===== src/rtl/regfile_bus.sv =====
// Eight-entry register file feeding the ALU operand buses, with zero-flag latch and R7 program counter.
// Optional macro REGFILE_BYPASS_EN forwards a same-edge writeback onto the operand buses.
module regfile_bus #(
    parameter int DATA_W = 19,
    parameter int NREG   = 8,
    parameter int SEL_W  = $clog2(NREG)
) (
    input  logic              clk,
    input  logic              RST,
    input  logic [SEL_W-1:0]  a_sel,
    input  logic [SEL_W-1:0]  b_sel,
    input  logic              b_imm_en,
    input  logic [DATA_W-1:0] imm,
    input  logic              wb_en,
    input  logic [SEL_W-1:0]  wb_sel,
    input  logic [DATA_W-1:0] alu_out,
    input  logic              z_in,
    input  logic              z_we,
    input  logic              pc_inc,
    output logic [DATA_W-1:0] a_bus,
    output logic [DATA_W-1:0] b_bus,
    output logic              z_q,
    output logic [DATA_W-1:0] pc_out
);

    logic [DATA_W-1:0] rf_val [NREG];
    logic [DATA_W-1:0] a_src;
    logic [DATA_W-1:0] b_src;
    logic [DATA_W-1:0] a_bus_reg;
    logic [DATA_W-1:0] b_bus_reg;
    logic              z_reg;

    genvar gi;
    generate
        for (gi = 0; gi < NREG; gi++) begin : g_rf
            if (gi == 0) begin : g_zero
                assign rf_val[gi] = '0;
            end else begin : g_reg
                localparam bit IS_PC = (gi == NREG - 1);
                logic [DATA_W-1:0] val_reg;
                logic [DATA_W-1:0] val_next;

                // Writeback is applied last so it beats a colliding PC increment.
                always_comb begin
                    val_next = val_reg;
                    if (IS_PC && pc_inc) begin
                        val_next = val_reg + DATA_W'(1);
                    end
                    if (wb_en && (wb_sel == SEL_W'(gi))) begin
                        val_next = alu_out;
                    end
                end

                always_ff @(posedge clk) begin
                    if (RST) begin
                        val_reg <= '0;
                    end else begin
                        val_reg <= val_next;
                    end
                end

                assign rf_val[gi] = val_reg;
            end
        end
    endgenerate

    always_comb begin
        a_src = rf_val[a_sel];
        b_src = rf_val[b_sel];
`ifdef REGFILE_BYPASS_EN
        // R0 is never forwarded: a write to it is discarded.
        if (wb_en && (wb_sel != '0)) begin
            if (wb_sel == a_sel) begin
                a_src = alu_out;
            end
            if (wb_sel == b_sel) begin
                b_src = alu_out;
            end
        end
`endif
    end

    always_ff @(posedge clk) begin
        if (RST) begin
            a_bus_reg <= '0;
            b_bus_reg <= '0;
            z_reg     <= 1'b0;
        end else begin
            a_bus_reg <= a_src;
            b_bus_reg <= b_imm_en ? imm : b_src;
            if (z_we) begin
                z_reg <= z_in;
            end
        end
    end

    assign a_bus  = a_bus_reg;
    assign b_bus  = b_bus_reg;
    assign z_q    = z_reg;
    assign pc_out = rf_val[NREG-1];

endmodule


===== config.mk =====
export PLATFORM = sky130hd
export DESIGN_NAME = regfile_bus
export DESIGN_NICKNAME = d
export VERILOG_FILES = /design/src/rtl/regfile_bus.sv
export SDC_FILE = /design/constraint.sdc
export NUM_CORES = 1
export LEC_CHECK = 0
export BUFFER_PORTS_ARGS = -buffer_cell sky130_fd_sc_hd__buf_2
export CAP_MARGIN = 40
export CORE_UTILIZATION = 45
export CTS_BUF_LIST = sky130_fd_sc_hd__clkbuf_8
export DETAILED_ROUTE_END_ITERATION = 10
export GPL_ROUTABILITY_DRIVEN = 0
export PLACE_DENSITY_LB_ADDON = 0.2
export SLEW_MARGIN = 10
export SYNTH_ARGS = -nofsm -noshare
export SYNTH_HDL_FRONTEND = slang
export SYNTH_SLANG_ARGS = --single-unit

===== constraint.sdc =====
create_clock -name clk -period 4.86 [get_ports clk]
set_clock_uncertainty 0.2 [all_clocks]
set_input_delay 0.486 -clock clk [delete_from_list [all_inputs] [get_ports clk]]
set_output_delay 0.486 -clock clk [all_outputs]
set_load 0.01 [all_outputs]

==> flow_metrics.py <==
metrics = {
    "drt": {
        "routed_wirelength_um": 26100,
        "ant_nets": 0,
        "vias_per_cell": 5.89,
        "post_drt_wl_per_cell_um": 20.3,
        "drtIter0Drc": 780,
        "dr.pass1.iters": 5,
        "dr_total_vias": 7563,
        "drc": 0,
    },
    "cts": {
        "clk_latency_ns": 0.49,
        "cts_tree": "done",
        "ctsHoldBuffers": 0,
        "cts_inserted_buffers": 17,
        "cts.sinks": 172,
        "cts_max_level": 4,
        "ctsResizeCount": 0,
        "clockBufferDepth": 2,
        "cts_setup_buffers": 0,
        "cts.clk_slew.worst_paths_ns": 0.09,
        "clockRootBuffer": "clkbuf_8",
    },
    "timing": {
        "report.final.slew_viol_count": 0,
        "fin_ws_ns": 2.38,
        "fmax_mhz": 403,
        "period_minus_slack_ns": 2.48,
        "setup_viol": 0,
        "final_hold_viol_count": 0,
        "max_slew_margin_pct": 39.8,
        "tns_ns": 0,
        "tightest_slew_ns": 0.901,
        "period_share_pct": 51.1,
        "rsz0062_at_grt": "no",
    },
    "pwr": {
        "power_density_nw_per_um2": 304,
        "peakVddDrop_mv": 0.181,
        "p_leak_nw": 3.55,
    },
    "job": {
        "maxCapViolCount": 0,
    },
    "global_routing": {
        "grt_pass1_vias": 6945,
        "met3_usage_pct": 4.18,
        "antenna_found_initial": 0,
        "overflow": 0,
        "grt_pass1_wl_um": 39900,
        "use_met2_pct": 43.7,
        "grt-busiest-layer": "met2",
        "grt_max_degree": 84,
        "grtUsageTotal_pct": 29.0,
        "grtUsageMet1_pct": 41.8,
    },
    "synthesis": {
        "synth_top_area_share_pct": 42.4,
        "ys_warn_count": 0,
        "synth_largest_area_cell": "dfxtp_1",
        "synthArstFlopShare_pct": 0,
        "synthCells": 963,
        "ys.flop_type": "dfxtp_1",
        "synth_edf_count": 0,
        "ys_types": 39,
        "synth-seq-cells": 172,
        "syn-cell-area_sq_um": 8130,
        "yosys-top-cells-area": "dfxtp_1, nand2_1, a21oi_1",
        "synth_fp_nets": 1018,
        "syn_area_per_cell_sq_um": 8.44,
        "ys_seq_area_share_pct": 42.4,
    },
    "layout": {
        "fillCellCount": 1633,
        "fin_nets": 1100,
        "multi_input_comb_area_sq_um": 4380,
        "area_growth_pct": 15.8,
        "fin_area_sq_um": 9410,
        "seqCellArea_sq_um": 3440,
        "largest_reg_flops": 114,
        "drive_gt1_share_pct": 20.0,
    },
    "setup_path": {
        "slowest_delay_ns": 0.60,
        "criticalPathCategory": "flop to flop",
        "endpoint_kind": "flop",
        "cp.arrival_ns": 2.69,
        "slowest_stage": "or4_1",
        "path_cells": "ha_1 > nand4_2 > or4_1 > or3_1 > a311oi_1",
        "crit_path_max_fanout": 7,
        "crit_required_ns": 5.06,
        "start_kind": "flop",
    },
    "floorplan": {
        "initial_core_util_pct": 46.5,
        "fp.dieH_um": 136,
        "fp.dieW_um": 136,
        "core_sq_um": 17500,
        "io_pins": 112,
        "dieArea_sq_um": 18600,
        "rows": 48,
    },
    "place": {
        "port_buffers": 111,
        "placed_area_sq_um": 9000,
        "pre_cts_slack_ns": 2.20,
        "dp_hpwl_um": 16900,
    },
    "run_status": {
        "status": "finished clean",
    },
    "worst_hold_path": {
        "min_path_type": "primary input to flop",
    },
}
==> power breakdown <==
part	internal, mW	switching, mW	total, mW
Combinational	0.130	0.206	0.336
Sequential	1.45	0.0424	1.50
Clock	0.486	0.544	1.03
Total	2.07	0.792	2.86
==> through the flow <==
step / hold slack, ns / util, % / power, mW / cells
floorplan: 0.243 / - / 1.71 / 963
global placement: 0.253 / 50.5 / 1.84 / 1243
detailed placement: 0.261 / 51.5 / 1.86 / 1251
CTS: 0.0312 / 53.8 / 2.87 / 1283
global route: 0.0482 / 53.8 / 2.96 / 1283
finish: 0.0438 / 53.8 / 2.86 / 1284
==> Yosys cell counts (4+ instances only) <==
cell type	instances
a2111oi_0	15
a211oi_1	11
a21oi_1	118
a221oi_1	20
a311oi_1	6
buf_1	4
buf_2	11
clkbuf_1	57
dfxtp_1	172
inv_1	6
mux2_2	23
mux2i_1	54
mux4_2	18
nand2_1	242
nand2b_1	6
nand3_1	6
nand4_1	6
nor2_1	42
nor2b_1	42
nor3_1	41
o21ai_0	6
o22ai_1	18
or3_1	8
xnor2_1	5
xor2_1	5
==> kinds of logic after synthesis <==
| kind of cell | count (synthesis) | share of synthesized area (%) |
|---|---|---|
| simple gates | 404 | 22.0 |
| mux | 97 | 15.5 |
| buf+inv | 78 | 3.77 |
| compound gates | 201 | 15.2 |
| xor+xnor | 10 | 1.08 |
| flops | 172 | 42.4 |
| fa+ha+maj | 1 | 0.154 |
==> critical path: cells and delay by family, from the launching register on <==
family          cells  cell delay [ns]
fa+ha+maj           1             0.25
compound gates      1             0.24
simple gates        3             1.19
flops               1             0.53
==> cell type report <==
cell class / instances / share of cell area [%]
multi-input cells: 713 / 46.6
flip-flops and latches: 172 / 36.6
repair buffers: 135 / 9.28
well taps: 225 / 2.99
clock buffers: 19 / 2.78
clock inverters: 13 / 1.50
inverters: 6 / 0.239
diodes: 1 / 0.0266
==> path summary, 6_finish.rpt <==
check                                         startpoint                        to  slack [ns]  cells after the start
worst max-delay path                           pc_out[1]                pc_out[18]        2.38                      5
worst min-delay path                                z_in                       z_q        0.04                      3
worst max register to register                 pc_out[1]                pc_out[18]        2.38                      5
worst min register to register  g_rf[5].g_reg.val_reg[4]  g_rf[5].g_reg.val_reg[4]        0.27                      2
==> routing by layer <==
metal,vias to the layer above,routed length [um]
met4,0,571
met5,-,0
li1,3562,-
met3,44,2200
met2,347,11600
met1,3610,11800
==> cells in the final DEF, fill, tap and decap left out, types with 7 or more instances in the layout <==
| cell | n |
|---|---|
| mux2_2 | 23 |
| o22ai_1 | 18 |
| nor3_1 | 40 |
| a2111oi_0 | 15 |
| buf_4 | 16 |
| nor2b_1 | 42 |
| a21oi_1 | 118 |
| clkbuf_8 | 19 |
| nand2_1 | 242 |
| mux2i_1 | 54 |
| buf_2 | 110 |
| a211oi_1 | 11 |
| inv_1 | 7 |
| dfxtp_1 | 172 |
| mux4_2 | 18 |
| nor2_1 | 42 |
| a221oi_1 | 20 |
| or3_1 | 8 |
Note: power is estimated with default switching activity, not from simulation.
